[config.mk]
export PLATFORM = sky130hd
export DESIGN_NAME = config_port_arbiter_flat
export DESIGN_NICKNAME = d
export VERILOG_FILES = /design/src/rtl/cfg_arb_pkg.sv /design/src/rtl/config_port_arbiter_if.sv /design/src/rtl/cfg_byte_packer.sv /design/src/rtl/config_port_arbiter.sv /design/src/flat_wrapper.sv
export SDC_FILE = /design/constraint.sdc
export NUM_CORES = 1
export LEC_CHECK = 0
export ABC_AREA = 1
export CORE_MARGIN = 3
export CORE_UTILIZATION = 45
export DETAILED_ROUTE_END_ITERATION = 8
export PLACE_DENSITY = 0.79
export SYNTH_ARGS = -nofsm -noshare
export SYNTH_HDL_FRONTEND = slang
export SYNTH_SLANG_ARGS = --single-unit
[constraint.sdc]
create_clock -name CLK -period 1.8 [get_ports CLK]
set_input_delay 0.36 -clock CLK [delete_from_list [all_inputs] [get_ports CLK]]
set_output_delay 0.36 -clock CLK [all_outputs]
set_load 0.01 [all_outputs]
[src/rtl/cfg_arb_pkg.sv]
// Shared definitions for config_port_arbiter and its byte packer.
// Contents: arbiter state, owner encoding, frame phase and the default
// session-start pattern.
package cfg_arb_pkg;

    typedef enum logic [1:0] {
        ST_IDLE = 2'd0,
        ST_ARM  = 2'd1,
        ST_OWN  = 2'd2
    } state_e;

    typedef enum logic [1:0] {
        OWNER_NONE = 2'd0,
        OWNER_BYTE = 2'd1,
        OWNER_WORD = 2'd2
    } owner_e;

    typedef enum logic {
        PH_HEADER = 1'b0,
        PH_DATA   = 1'b1
    } phase_e;

    localparam logic [31:0] SYNC_WORD = 32'hFAB0_FAB1;

endpackage

[src/rtl/config_port_arbiter_if.sv]
// Bus bundle between the two configuration sources, the arbiter and the
// configuration FSM write port.
//   master : source/FSM side (drives byte/word inputs, observes outputs)
//   slave  : arbiter side
// Signals: byte_data/byte_valid (UART bytes), word_data/word_valid/
// word_ready (host words), WriteData/WriteStrobe/ComActive (FSM port),
// owner, byte_dropped (status).
interface config_port_arbiter_if;
    import cfg_arb_pkg::*;

    logic [7:0]  byte_data;
    logic        byte_valid;
    logic [31:0] word_data;
    logic        word_valid;
    logic        word_ready;
    logic [31:0] WriteData;
    logic        WriteStrobe;
    logic        ComActive;
    owner_e      owner;
    logic        byte_dropped;

    modport master (
        output byte_data, byte_valid, word_data, word_valid,
        input  word_ready, WriteData, WriteStrobe, ComActive, owner, byte_dropped
    );

    modport slave (
        input  byte_data, byte_valid, word_data, word_valid,
        output word_ready, WriteData, WriteStrobe, ComActive, owner, byte_dropped
    );

endinterface

[src/rtl/cfg_byte_packer.sv]
// Byte-serial front end of the arbiter.
// Keeps a shift register of the last three bytes so that, together with the
// incoming byte, it serves both as the sliding sync window and as the
// aligned MSB-first word assembler.
// Ports:
//   CLK, Reset             clock, synchronous active-high reset
//   byte_data, byte_valid  incoming UART byte and strobe
//   win_clear              flush the window (release / word-won tie)
//   lane_clear             restart 4-byte alignment (session lock)
//   lane_en                count bytes into aligned lanes (byte owner)
//   sync_hit               this byte completes the sync pattern
//   word_done              this byte is the 4th of an aligned group
//   packed_word            window plus incoming byte, MSB first
module cfg_byte_packer
    import cfg_arb_pkg::*;
#(
    parameter logic [31:0] SYNC_PATTERN = SYNC_WORD
) (
    input  logic        CLK,
    input  logic        Reset,
    input  logic [7:0]  byte_data,
    input  logic        byte_valid,
    input  logic        win_clear,
    input  logic        lane_clear,
    input  logic        lane_en,
    output logic        sync_hit,
    output logic        word_done,
    output logic [31:0] packed_word
);

    logic [23:0] win_q, win_d;
    logic [1:0]  lane_q, lane_d;

    always_comb begin
        win_d  = win_q;
        lane_d = lane_q;
        if (byte_valid) begin
            win_d = {win_q[15:0], byte_data};
        end
        if (win_clear) begin
            win_d = '0;
        end
        if (lane_en && byte_valid) begin
            lane_d = lane_q + 2'd1;
        end
        if (lane_clear) begin
            lane_d = '0;
        end
    end

    always_ff @(posedge CLK) begin
        if (Reset) begin
            win_q  <= '0;
            lane_q <= '0;
        end else begin
            win_q  <= win_d;
            lane_q <= lane_d;
        end
    end

    // The window always shifts, so at the 4th aligned byte it holds exactly
    // the three earlier bytes of the group.
    assign packed_word = {win_q, byte_data};
    assign sync_hit    = byte_valid && (packed_word == SYNC_PATTERN);
    assign word_done   = byte_valid && lane_en && (lane_q == 2'd3);

endmodule

[src/rtl/config_port_arbiter.sv]
// Shares the configuration FSM write port between a UART byte source and a
// 32-bit host word source. The first source to present the sync word owns
// the port until a desync header (or, with CFG_ARB_TIMEOUT_EN defined, an
// idle timeout) releases it. ComActive frames each session so the FSM is
// re-armed.
// Optional build macro: CFG_ARB_TIMEOUT_EN (idle-timeout release).
// Ports:
//   CLK, Reset   clock, synchronous active-high reset
//   port_if      config_port_arbiter_if.slave: byte/word sources, WriteData,
//                WriteStrobe, ComActive, owner, byte_dropped
//
//   state   | meaning
//   --------+-------------------------------------------------------------
//   IDLE    | no owner; hunting for sync on both sources
//   ARM     | locked; two edges for the FSM to see ComActive rise, then
//           | the sync word is strobed
//   OWN     | forwarding owner words, tracking header/data phase
module config_port_arbiter
    import cfg_arb_pkg::*;
#(
    parameter logic [31:0] SYNC_WORD      = cfg_arb_pkg::SYNC_WORD,
    parameter int          DESYNC_FLAG    = 20,
    parameter int          FRAME_WORDS    = 12,
    parameter int          TIMEOUT_W      = 12,
    parameter int          TIMEOUT_CYCLES = 4095
) (
    input  logic CLK,
    input  logic Reset,
    config_port_arbiter_if.slave port_if
);

    localparam int DCNT_W = $clog2(FRAME_WORDS + 1);

    state_e              state_q, state_d;
    owner_e              owner_q, owner_d;
    phase_e              phase_q, phase_d;
    logic [DCNT_W-1:0]   dcnt_q, dcnt_d;
    logic                arm_q, arm_d;
    logic                rel_q, rel_d;
    logic                com_q, com_d;
    logic                ws_q, ws_d;
    logic                drop_q, drop_d;
    logic [31:0]         wd_q, wd_d;

    logic                word_ready;
    logic                word_acc;
    logic                fwd;
    logic [31:0]         fwd_word;
    logic                release_now;

    logic                win_clear;
    logic                lane_clear;
    logic                lane_en;
    logic                sync_hit;
    logic                word_done;
    logic [31:0]         packed_word;

`ifdef CFG_ARB_TIMEOUT_EN
    logic [TIMEOUT_W-1:0] to_cnt_q, to_cnt_d;
    logic                 owner_act;
`else
    logic                 unused_timeout;
    assign unused_timeout = ^(TIMEOUT_W'(TIMEOUT_CYCLES));
`endif

    cfg_byte_packer #(
        .SYNC_PATTERN (SYNC_WORD)
    ) u_packer (
        .CLK         (CLK),
        .Reset       (Reset),
        .byte_data   (port_if.byte_data),
        .byte_valid  (port_if.byte_valid),
        .win_clear   (win_clear),
        .lane_clear  (lane_clear),
        .lane_en     (lane_en),
        .sync_hit    (sync_hit),
        .word_done   (word_done),
        .packed_word (packed_word)
    );

    assign word_ready = (state_q == ST_IDLE) ||
                        ((state_q == ST_OWN) && (owner_q == OWNER_WORD));
    assign word_acc   = port_if.word_valid && word_ready;
    assign lane_en    = (owner_q == OWNER_BYTE) && (state_q != ST_IDLE);

    always_comb begin
        state_d     = state_q;
        owner_d     = owner_q;
        phase_d     = phase_q;
        dcnt_d      = dcnt_q;
        arm_d       = arm_q;
        rel_d       = 1'b0;
        com_d       = com_q;
        ws_d        = 1'b0;
        wd_d        = wd_q;
        drop_d      = drop_q;
        win_clear   = 1'b0;
        lane_clear  = 1'b0;
        release_now = 1'b0;
        fwd         = 1'b0;
        fwd_word    = packed_word;
`ifdef CFG_ARB_TIMEOUT_EN
        to_cnt_d    = to_cnt_q;
        owner_act   = 1'b0;
`endif

        if ((owner_q == OWNER_WORD) && port_if.byte_valid) begin
            drop_d = 1'b1;
        end

        case (state_q)
            ST_IDLE: begin
                // Word source wins a same-cycle tie; its lock flushes the
                // byte window so the losing byte stream restarts cleanly.
                if (word_acc && (port_if.word_data == SYNC_WORD)) begin
                    owner_d   = OWNER_WORD;
                    win_clear = 1'b1;
                    state_d   = ST_ARM;
                end else if (sync_hit) begin
                    owner_d = OWNER_BYTE;
                    state_d = ST_ARM;
                end
                if (state_d == ST_ARM) begin
                    com_d      = 1'b1;
                    lane_clear = 1'b1;
                    arm_d      = 1'b0;
                    phase_d    = PH_HEADER;
                    dcnt_d     = '0;
                end
            end

            ST_ARM: begin
                if (!arm_q) begin
                    arm_d = 1'b1;
                end else begin
                    wd_d    = SYNC_WORD;
                    ws_d    = 1'b1;
                    state_d = ST_OWN;
                    phase_d = PH_HEADER;
`ifdef CFG_ARB_TIMEOUT_EN
                    to_cnt_d = '0;
`endif
                end
            end

            ST_OWN: begin
                // rel_q: desync header went out last edge; anything arriving
                // now is dropped along with the session.
                if (rel_q) begin
                    release_now = 1'b1;
                end else begin
                    if (owner_q == OWNER_BYTE) begin
                        fwd      = word_done;
                        fwd_word = packed_word;
`ifdef CFG_ARB_TIMEOUT_EN
                        owner_act = port_if.byte_valid;
`endif
                    end else begin
                        fwd      = word_acc;
                        fwd_word = port_if.word_data;
`ifdef CFG_ARB_TIMEOUT_EN
                        owner_act = word_acc;
`endif
                    end

                    if (fwd) begin
                        wd_d = fwd_word;
                        ws_d = 1'b1;
                        if (phase_q == PH_HEADER) begin
                            if (fwd_word[DESYNC_FLAG]) begin
                                rel_d = 1'b1;
                            end else begin
                                phase_d = PH_DATA;
                                dcnt_d  = DCNT_W'(FRAME_WORDS);
                            end
                        end else if (dcnt_q == DCNT_W'(1)) begin
                            phase_d = PH_HEADER;
                        end else begin
                            dcnt_d = dcnt_q - DCNT_W'(1);
                        end
                    end

`ifdef CFG_ARB_TIMEOUT_EN
                    if (owner_act) begin
                        to_cnt_d = '0;
                    end else if (to_cnt_q == TIMEOUT_W'(TIMEOUT_CYCLES - 1)) begin
                        release_now = 1'b1;
                    end else begin
                        to_cnt_d = to_cnt_q + TIMEOUT_W'(1);
                    end
`endif
                end
            end

            default: begin
                state_d = ST_IDLE;
            end
        endcase

        if (release_now) begin
            state_d   = ST_IDLE;
            com_d     = 1'b0;
            owner_d   = OWNER_NONE;
            win_clear = 1'b1;
        end
    end

    always_ff @(posedge CLK) begin
        if (Reset) begin
            state_q <= ST_IDLE;
            owner_q <= OWNER_NONE;
            phase_q <= PH_HEADER;
            dcnt_q  <= '0;
            arm_q   <= 1'b0;
            rel_q   <= 1'b0;
            com_q   <= 1'b0;
            ws_q    <= 1'b0;
            wd_q    <= '0;
            drop_q  <= 1'b0;
        end else begin
            state_q <= state_d;
            owner_q <= owner_d;
            phase_q <= phase_d;
            dcnt_q  <= dcnt_d;
            arm_q   <= arm_d;
            rel_q   <= rel_d;
            com_q   <= com_d;
            ws_q    <= ws_d;
            wd_q    <= wd_d;
            drop_q  <= drop_d;
        end
    end

`ifdef CFG_ARB_TIMEOUT_EN
    always_ff @(posedge CLK) begin
        if (Reset) begin
            to_cnt_q <= '0;
        end else begin
            to_cnt_q <= to_cnt_d;
        end
    end
`endif

    assign port_if.word_ready   = word_ready;
    assign port_if.WriteData    = wd_q;
    assign port_if.WriteStrobe  = ws_q;
    assign port_if.ComActive    = com_q;
    assign port_if.owner        = owner_q;
    assign port_if.byte_dropped = drop_q;

endmodule
[src/flat_wrapper.sv]
// flat-port wrapper written by rule: the top's interface ports become plain ports
module config_port_arbiter_flat import cfg_arb_pkg::*;
#(
    parameter logic [31:0] SYNC_WORD      = cfg_arb_pkg::SYNC_WORD,
    parameter int          DESYNC_FLAG    = 20,
    parameter int          FRAME_WORDS    = 12,
    parameter int          TIMEOUT_W      = 12,
    parameter int          TIMEOUT_CYCLES = 4095
)
  (CLK, Reset, port_if_byte_data, port_if_byte_valid, port_if_word_data, port_if_word_valid, port_if_word_ready, port_if_WriteData, port_if_WriteStrobe, port_if_ComActive, port_if_owner, port_if_byte_dropped);
  config_port_arbiter_if port_if_i ();
  input  logic CLK;
  input  logic Reset;
  input wire logic [$bits(port_if_i.byte_data)-1:0] port_if_byte_data;
  input wire logic [$bits(port_if_i.byte_valid)-1:0] port_if_byte_valid;
  input wire logic [$bits(port_if_i.word_data)-1:0] port_if_word_data;
  input wire logic [$bits(port_if_i.word_valid)-1:0] port_if_word_valid;
  output wire logic [$bits(port_if_i.word_ready)-1:0] port_if_word_ready;
  output wire logic [$bits(port_if_i.WriteData)-1:0] port_if_WriteData;
  output wire logic [$bits(port_if_i.WriteStrobe)-1:0] port_if_WriteStrobe;
  output wire logic [$bits(port_if_i.ComActive)-1:0] port_if_ComActive;
  output wire logic [$bits(port_if_i.owner)-1:0] port_if_owner;
  output wire logic [$bits(port_if_i.byte_dropped)-1:0] port_if_byte_dropped;
  assign port_if_i.byte_data = port_if_byte_data;
  assign port_if_i.byte_valid = port_if_byte_valid;
  assign port_if_i.word_data = port_if_word_data;
  assign port_if_i.word_valid = port_if_word_valid;
  assign port_if_word_ready = port_if_i.word_ready;
  assign port_if_WriteData = port_if_i.WriteData;
  assign port_if_WriteStrobe = port_if_i.WriteStrobe;
  assign port_if_ComActive = port_if_i.ComActive;
  assign port_if_owner = port_if_i.owner;
  assign port_if_byte_dropped = port_if_i.byte_dropped;
  config_port_arbiter #(.SYNC_WORD(SYNC_WORD), .DESYNC_FLAG(DESYNC_FLAG), .FRAME_WORDS(FRAME_WORDS), .TIMEOUT_W(TIMEOUT_W), .TIMEOUT_CYCLES(TIMEOUT_CYCLES)) u_core (.CLK(CLK), .Reset(Reset), .port_if(port_if_i));
endmodule
==> PnR_summary.wiki, run 1 <==
{| class="wikitable"
! Metric !! Value
|-
| Outcome || finished with violations
|-
| Violated checks || setup timing
|-
| Pleak || roughly 2.1 nW
|-
| Internal cell power || between 2 and 2.5 mW
|-
| Final period utilization || 1.01
|-
| Horizontal die dimension || between 90 and 100 um
|-
| Setup Skew || 0.00410 ns
|-
| Async SR Flop Fraction || 0
|-
| Signal arrival time at the worst endpoint || approximately 2.1 ns
|-
| Utilization of the core after routing || 0.694
|-
| Post-detailed-route count of antenna-violating nets || 0
|-
| Std-Cell Rows || 31
|-
| Vias || 3,940
|-
| Highest fanout seen on the critical path || 8
|-
| Drt drc || 0
|-
| Final setup viols || 3
|-
| Full die area || approximately 9000 um^2
|-
| Final worst path period need || approximately 1.8 ns
|-
| Clock-pin slew of the registers on the worst-case setup and hold paths || about 0.07 ns
|-
| Number of top-level design ports || 82
|-
| Post-synth EDFFs || 0
|-
| Synth Warn # || 0
|-
| Setup ws final || -0.0254 ns
|-
| Root buffer cell || clkbuf_8
|-
| Cell type contributing the most total cell area after synthesis || dfxtp_1
|-
| Final Max Tran Viols || 0
|-
| Area inside the core boundary || approximately 7400 um^2
|-
| Antenna violations before repair || 0
|-
| Hold violation count in the final report || 0
|-
| Residual overflow from global routing || 0
|-
| Commonest non-fill, non-tap cell in the layout || nand2_1
|-
| Post-synthesis average cell area || 6.67 um^2
|-
| H-Tree Level Count || 3
|-
| Max clock buf depth || 2
|-
| Post-route cell area || 5140 um^2
|-
| Routed length on met2 || 5820 um
|-
| Fraction of power spent switching nets || 0.243
|-
| Slew at the pin closest to its max-slew limit || around 0.32 ns
|-
| Total routed wirelength || 11,500 um
|-
| Final estimated routing congestion in global placement || between 0.9 and 1
|-
| Startpoint-to-endpoint class of the critical path || flip-flop to flip-flop
|-
| Commonest cells after routing, fill and taps aside || 134 x nand2_1, 81 x nor2_1, 79 x clkdlybuf4s50_1, 69 x dfxtp_1, 47 x a21oi_1
|-
| Worst skew pair latency || between 0.3 and 0.4 ns
|-
| Req. time, crit path || about 2.1 ns
|-
| Sequential cell area fraction in the yosys report || 0.411
|-
| Setup repair after global routing missed its margin || yes
|-
| Mapped Cells || about 530
|-
| Number of I/O port buffers || just over 80
|-
| Worst voltage drop across the vdd grid || between 400 and 500 uV
|-
| Uppermost layer routed || met4
|-
| Overall die height || ~94 um
|-
| Net switching component of the power || between 0.7 and 0.8 mW
|-
| Nature of the critical path endpoint || flip-flop
|-
| Top flip-flop cell by instance count after synthesis || dfxtp_1
|-
| Post-route met1 wirelength || about 4600 um
|-
| Violation count after the first detailed-routing iteration || 300
|-
| Slew headroom || 0.786
|-
| FF-to-FF path depth || 12
|-
| HPWL Detailed || roughly 8200 um
|-
| Number of flip-flops and latches in the synthesized netlist || 72
|-
| HP Class || flip-flop to flip-flop
|-
| CTS buffer count || 9
|-
| Number of cells on the worst hold path || 2
|-
| TritonCTS clock tree || done
|-
| Global-route wire length before repair || ~18,000 um
|-
| Netlist Area Pre-Place || roughly 3500 um^2
|-
| Kind of start point of the critical path || flip-flop
|-
| Clock net sink count || 72
|-
| Maximum frequency from static timing analysis || 548 MHz
|-
| Placement-stage cell area || about 4700 um^2
|-
| Yosys top cell area share || 0.411
|-
| Vias in the first global route || 3,755
|-
| Power per Cell Area || slightly above 600 nW/um^2
|-
| Count of hold-fix buffers inserted at cts || 0
|-
| Starting Density || 0.473
|-
| Number of detailed-routing iterations run before antenna repair || 5
|-
| Largest net degree at the start of global routing || 35
|-
| Max capacitance violation total || 0
|-
| Number of different library cells in the post-synthesis netlist || 30
|-
| Antenna cells || 0
|-
| Share of total power in combinational logic || 0.094
|-
| Fraction of layout instances using a drive strength above 1 || 0.162
|-
| Setup TNS || -0.0364 ns
|-
| Post-synthesis net count || about 580
|-
| Routed WL per cell || 15.3 um
|-
| Fraction of power consumed by sequential logic || 0.518
|-
| Final layout net count || 695
|-
| Routed wire length on met3 || approximately 730 um
|-
| Synth-to-layout area growth || 46.7%
|-
| Avg Vias per Cell || about 5.3
|-
| Overall fraction of global-route tracks in use || 0.260
|-
| Clock power frac || 0.388
|-
| Area contributors post-synth || dfxtp_1 41%, nand2_1 15%, nor2_1 9.5%, a21oi_1 7.0%, o21ai_0 4.4%
|}
-- power by group through the flow --
stage	logic [mW]	clock network, mW	registers (mW)
after floorplan	0.0978	0	1.66
after global placement	0.278	0	1.66
after detailed placement	0.283	0	1.66
after CTS	0.285	1.23	1.63
after global routing	0.317	1.30	1.63
final	0.293	1.22	1.63
-- per-stage QoR --
step / power [mW] / hold WS (ns) / worst slack [ns] / std cells
3_3_place_gp: 1.94 / 0.440 / -0.303 / 728
4_1_cts: 3.14 / 0.458 / -0.0250 / 750
3_5_place_dp: 1.95 / 0.447 / -0.378 / 728
6_report: 3.13 / 0.472 / -0.0254 / 749
2_1_floorplan: 1.76 / 0.440 / -0.0109 / 526
5_1_grt: 3.24 / 0.502 / -0.0904 / 749
-- path summary, 6_finish.rpt --
path                                               start                      endpoint  slack, ns
worst max-delay path                   u_core.state_q[0]  u_core.port_if.WriteData[22]      -0.03
worst min-delay path            u_core.u_packer.win_q[8]     u_core.u_packer.win_q[16]       0.47
worst max register to register         u_core.state_q[0]  u_core.port_if.WriteData[22]      -0.03
worst min register to register  u_core.u_packer.win_q[8]     u_core.u_packer.win_q[16]       0.47
-- flip-flops by register name, summed over array words and instances, names as in the netlist --
name / cells
u_core.phase_q: 1
u_core.arm_q: 1
u_core.u_packer.lane_q: 2
u_core.u_packer.win_q: 24
u_core.dcnt_q: 4
u_core.port_if.byte_dropped: 1
u_core.port_if.WriteData: 32
u_core.state_q: 2
u_core.rel_q: 1
u_core.port_if.owner: 2
u_core.port_if.ComActive: 1
u_core.port_if.WriteStrobe: 1
-- per-layer routing --
| metal | up-vias | global-route usage |
|---|---|---|
| li1 | 1935 | - |
| met1 | 1795 | 0.321 |
| met2 | 189 | 0.443 |
| met3 | 21 | 0.0489 |
| met4 | 0 | 0.108 |
| met5 | - | 0 |
-- Yosys cell counts, types with 2 or more instances --
master	n
a211oi_1	2
a21oi_1	49
buf_1	3
buf_2	4
buf_4	2
clkbuf_1	17
clkinv_1	2
dfxtp_1	72
ha_1	6
inv_1	40
inv_2	2
nand2_1	138
nand3_1	30
nand3b_1	2
nand4_1	9
nor2_1	89
nor3_1	2
o211a_1	7
o211ai_1	2
o21ai_0	31
o21ai_1	7
xnor2_1	2
-- cell type report --
class,count,area [um^2]
multi-input combinational,383,1920
clock inverter,3,15.0
inverter,44,178
tap,99,124
fill,603,2260
sequential,72,1450
timing repair buffer,135,1290
clock buffer,13,169
-- worst max-delay path, stage by stage (launching register included) --
cell,delay [ns]
dfxtp_2,0.34
inv_4,0.07
ha_4,0.15
nand3_4,0.09
a21oi_4,0.19
nand2_2,0.10
nand3_2,0.09
nand3_4,0.08
nor2_4,0.19
buf_6,0.15
buf_16,0.12
nand2_4,0.04
o211a_1,0.10
-- cells by family (layout without fill, tap and decap cells) --
group                      after synthesis  count (layout)  synth area share
adders and majority gates                6               6            0.0214
AOI/OAI and AO/OA                      101             101             0.159
xor gates and xnor gates                 2               2           0.00500
and+or+nand+nor                        274             274             0.321
DFF                                     72              72             0.411
buffers and inverters                   71             195            0.0817
-- what timing repair did --
item,4_1_cts,5_1_grt
endpoints found under the setup margin,37,45
pin swaps,3,10
resized for setup,23,42
gates cloned,1,0
buffers inserted,5,2
Note: power is estimated with default switching activity, not from simulation.
==> inputs of run 2 (changes only) <==
--- a/config.mk
+++ b/config.mk
@@ -5,11 +5,11 @@
 export SDC_FILE = /design/constraint.sdc
 export NUM_CORES = 1
 export LEC_CHECK = 0
-export ABC_AREA = 1
 export CORE_MARGIN = 3
 export CORE_UTILIZATION = 45
 export DETAILED_ROUTE_END_ITERATION = 8
 export PLACE_DENSITY = 0.79
+export SETUP_SLACK_MARGIN = 0.02
 export SYNTH_ARGS = -nofsm -noshare
 export SYNTH_HDL_FRONTEND = slang
 export SYNTH_SLANG_ARGS = --single-unit
==> run 2 against run 1 <==
The run still ends with setup timing left. Global-route usage up 3.4 points. Wire length up 18%. Via count down 5.5%. Non-clock buffer count up 44. Sequential share of layout area down 3.4 points. Total power up 4.3%. Highest routed layer unchanged.
==> PnR_summary.wiki, run 2 <==
{| class="wikitable"
! Metric !! Value
|-
| Std-Cell Rows || 31
|-
| Vias || roughly 3,700
|-
| Startpoint-to-endpoint class of the critical path || input port to flip-flop
|-
| Post-route cell area || just under 6000 um^2
|-
| Internal cell power || about 2.5 mW
|-
| Sequential cell area fraction in the yosys report || 0.424
|-
| Overall fraction of global-route tracks in use || 0.294
|-
| Reg2Reg Launch Point || u_core.state_q[1]
|-
| Number of flip-flops in the largest register || 32
|-
| TritonCTS clock tree || done
|-
| Clock net sink count || just over 70
|-
| Horizontal die dimension || 93.0 um
|-
| Worst voltage drop across the vdd grid || between 400 and 500 uV
|-
| HP Class || input port to flip-flop
|-
| Critical path's largest stage delay || approximately 0.57 ns
|-
| Kind of start point of the critical path || input port
|-
| Number of stages on the worst setup path || 7
|-
| Area contributors post-synth || dfxtp_1 42%, mux2i_1 13%, nor2_1 5.3%, a311oi_1 4.9%, mux2_2 4.3%
|-
| Full die area || between 8000 and 9000 um^2
|-
| Number of top-level design ports || around 80
|-
| Top flip-flop cell by instance count after synthesis || dfxtp_1
|-
| Post-synth EDFFs || 0
|-
| Yosys top cell area share || 0.424
|-
| Pleak || between 2 and 2.5 nW
|-
| Req. time, crit path || between 2 and 2.5 ns
|-
| Slew at the pin closest to its max-slew limit || approximately 0.57 ns
|-
| Fraction of layout instances using a drive strength above 1 || 0.425
|-
| Endpoint of the most critical register-to-register path || u_core.port_if.WriteData[29]
|-
| Synth-to-layout area growth || 72.4%
|-
| Routed WL per cell || 21.3 um
|-
| Share of total power in combinational logic || 0.111
|-
| Commonest cells after routing, fill and taps aside || 74 x buf_4, 68 x dfxtp_1, 51 x clkdlybuf4s50_1, 43 x mux2i_1, 39 x nor2_1
|-
| Commonest non-fill, non-tap cell in the layout || buf_4
|-
| Worst Setup SP || port_if_word_data[18]
|-
| Number of different library cells in the post-synthesis netlist || slightly below 50
|-
| Max capacitance violation total || 0
|-
| Outcome || finished with violations
|-
| Slowest cell on the critical path || or4b_4
|-
| Number of detailed-routing iterations run before antenna repair || 5
|-
| Vias in the first global route || around 3,800
|-
| Final Max Tran Viols || 0
|-
| Synth Warn # || 0
|-
| Residual overflow from global routing || 0
|-
| Clock-pin slew of the registers on the worst-case setup and hold paths || about 0.070 ns
|-
| Family of cells with the greatest summed delay on the critical path || simple AND/OR/NAND/NOR gates
|-
| Final worst path period need || around 2.5 ns
|-
| Netlist Area Pre-Place || roughly 3400 um^2
|-
| Setup ws final || -0.745 ns
|-
| Starting Density || 0.467
|-
| Fraction of power consumed by sequential logic || 0.496
|-
| Async SR Flop Fraction || 0
|-
| Count of fill cells added during filler insertion || 430
|-
| Final setup viols || 70
|-
| Number of I/O port buffers || 81
|-
| Slew headroom || 0.615
|-
| Antenna cells || 0
|-
| Count of hold-fix buffers inserted at cts || 0
|-
| Final period utilization || 1.41
|-
| Nature of the critical path endpoint || flip-flop
|-
| Clock power frac || 0.392
|-
| PnR Total Power || between 3 and 4 mW
|-
| Utilization of the core after routing || 0.804
|-
| Max clock buf depth || 2
|-
| Maximum frequency from static timing analysis || roughly 400 MHz
|-
| Power per Cell Area || ~560 nW/um^2
|-
| Setup Skew || ~0.014 ns
|-
| Net switching component of the power || approximately 0.8 mW
|-
| Final estimated routing congestion in global placement || ~0.9
|-
| Destination of the critical timing path || u_core.dcnt_q[1]
|-
| Final layout net count || 583
|-
| Worst skew pair latency || 0.36 ns
|-
| Hold violation count in the final report || 0
|-
| Fraction of power spent switching nets || 0.244
|-
| Avg Vias per Cell || between 5 and 6
|-
| FF-to-FF path depth || 10
|-
| Post-synthesis average cell area || a little over 9 um^2
|-
| Violation count after the first detailed-routing iteration || around 250
|-
| WP buf/inv || 1
|-
| Post-synthesis net count || between 400 and 500
|-
| Largest net degree at the start of global routing || 32
|-
| Sequence of cells on the critical path || buf_6 > or4b_4 > nor4_4 > or4b_4 > o2111a_1 > or4_4 > a21oi_2
|-
| Crit path top cell by count || or4b_4
|-
| Violated checks || setup timing
|-
| Commonest cells post-synth || 72 x dfxtp_1, 48 x nor2_1, 43 x mux2i_1
|-
| CTS buffer count || 9
|-
| Drt drc || 0
|-
| Overall die height || about 93 um
|-
| Number of flip-flops and latches in the synthesized netlist || 72
|-
| Area inside the core boundary || 7290 um^2
|-
| Cell type contributing the most total cell area after synthesis || dfxtp_1
|-
| Setup repair after global routing missed its margin || yes
|-
| Root buffer cell || clkbuf_8
|-
| Global-route wire length before repair || slightly below 20,000 um
|-
| Reg2reg setup slack || -0.43 ns
|-
| Highest fanout seen on the critical path || 2
|-
| Most used standard cell by instance count after synthesis || dfxtp_1
|-
| HPWL Detailed || 7770 um
|-
| H-Tree Level Count || 3
|-
| Total routed wirelength || roughly 14,000 um
|-
| Launch point of the worst hold path || port_if_word_data[18]
|-
| Antenna violations before repair || 0
|-
| Signal arrival time at the worst endpoint || about 2.8 ns
|-
| Post-detailed-route count of antenna-violating nets || 0
|-
| Mapped Cells || 370
|-
| Placement-stage cell area || a little under 5000 um^2
|}
==> run 2: cell types whose count changed after synthesis, moves of 5 or more <==
| cell | before | now |
|---|---|---|
| nand4_1 | 9 | 4 |
| o21ai_1 | 7 | 1 |
| mux2_2 | 0 | 13 |
| nand2b_1 | 0 | 8 |
| nand2_1 | 138 | 23 |
| a311oi_1 | 0 | 19 |
| a21oi_1 | 49 | 21 |
| o211a_1 | 7 | 1 |
| inv_1 | 40 | 10 |
| o21ai_0 | 31 | 5 |
| nor2_1 | 89 | 48 |
| mux2i_1 | 0 | 43 |
| nand3_1 | 30 | 18 |
==> run 2: repair_timing <==
item,in CTS,in global routing
setup endpoints to repair,71,74
pin swaps,33,20
resized for setup,123,64
cloned,6,0
buffers inserted,23,9
==> run 2: cell families (layout without fill, tap and decap cells) <==
| group | Yosys count | after routing | share of synthesized area |
|---|---|---|---|
| buffers and inverters | 37 | 204 | 0.0445 |
| multiplexers | 56 | 56 | 0.170 |
| AO/OA/AOI/OAI | 64 | 64 | 0.134 |
| XOR/XNOR | 1 | 1 | 0.00257 |
| AND/OR/NAND/NOR | 134 | 134 | 0.203 |
| flip-flops | 72 | 72 | 0.424 |
| adder cells (fa/ha/maj) | 6 | 6 | 0.0221 |
==> run 2: worst min path at each step <==
stage | cells past startpoint | endpoint | slack [ns]
5_1_grt | 4 | u_core.port_if.WriteData[18] | 0.47
3_5_place_dp | 2 | u_core.port_if.WriteData[2] | 0.45
6_report | 4 | u_core.port_if.WriteData[18] | 0.44
2_1_floorplan | 2 | u_core.dcnt_q[3] | 0.46
4_1_cts | 3 | u_core.port_if.WriteData[7] | 0.41
3_3_place_gp | 2 | u_core.port_if.WriteData[3] | 0.45
==> run 2: final cells by class <==
| type | count | area, um^2 | share of cell area |
|---|---|---|---|
| clock buffers | 12 | 145 | 0.0247 |
| repair buffers | 179 | 1720 | 0.294 |
| clock inverters | 3 | 42.5 | 0.00725 |
| well taps | 99 | 124 | 0.0211 |
| multi-input cells | 261 | 2330 | 0.398 |
| inverters | 10 | 42.5 | 0.00725 |
| flip-flops and latches | 72 | 1450 | 0.248 |
==> run 2: power by group through the flow <==
stage          clock (mW)  sequential (mW)  combinational [mW]
2_1_floorplan           0             1.66               0.120
3_3_place_gp            0             1.66               0.328
3_5_place_dp            0             1.66               0.333
4_1_cts              1.27             1.63               0.336
5_1_grt              1.34             1.62               0.382
6_report             1.28             1.62               0.364
==> run 2: worst register-to-register path, cell delays in order, from the launching register on <==
cell and delay (ns):
dfxtp_4 0.37, buf_6 0.13, ha_4 0.16, and3b_2 0.24, o2111ai_4 0.25, a31oi_4 0.12
and2_4 0.18, buf_12 0.13, buf_8 0.13, buf_16 0.14, a311oi_1 0.29
==> run 2: metal layers <==
layer / vias to the layer above / wire length (um) / part of all wire / global-route usage
li1: 1682 / - / - / -
met1: 1815 / 5290 / 0.39 / 0.356
met2: 179 / 6760 / 0.50 / 0.504
met3: 48 / 940 / 0.069 / 0.0617
met4: 0 / 548 / 0.040 / 0.120
met5: - / 0 / 0 / 0
==> run 2: through the flow <==
stage                     std cells  worst slack [ns]  setup TNS (ns)  hold WS (ns)
after CTS                       631            -0.594          -19.28         0.411
after floorplan                 370            -0.812          -20.20         0.457
after detailed placement        593             -1.38          -58.52         0.451
after global routing            636            -0.778          -33.38         0.466
after global placement          593             -1.29          -54.25         0.445
final                           636            -0.745          -29.20         0.444
==> inputs of run 3 (changes only) <==
--- a/config.mk
+++ b/config.mk
@@ -8,6 +8,7 @@
 export CORE_MARGIN = 3
 export CORE_UTILIZATION = 45
 export DETAILED_ROUTE_END_ITERATION = 8
+export GPL_ROUTABILITY_DRIVEN = 0
 export PLACE_DENSITY = 0.79
 export SETUP_SLACK_MARGIN = 0.02
 export SYNTH_ARGS = -nofsm -noshare
==> results of run 3 <==
No change in the layout: final DEF, timing and power equal those of run 2.
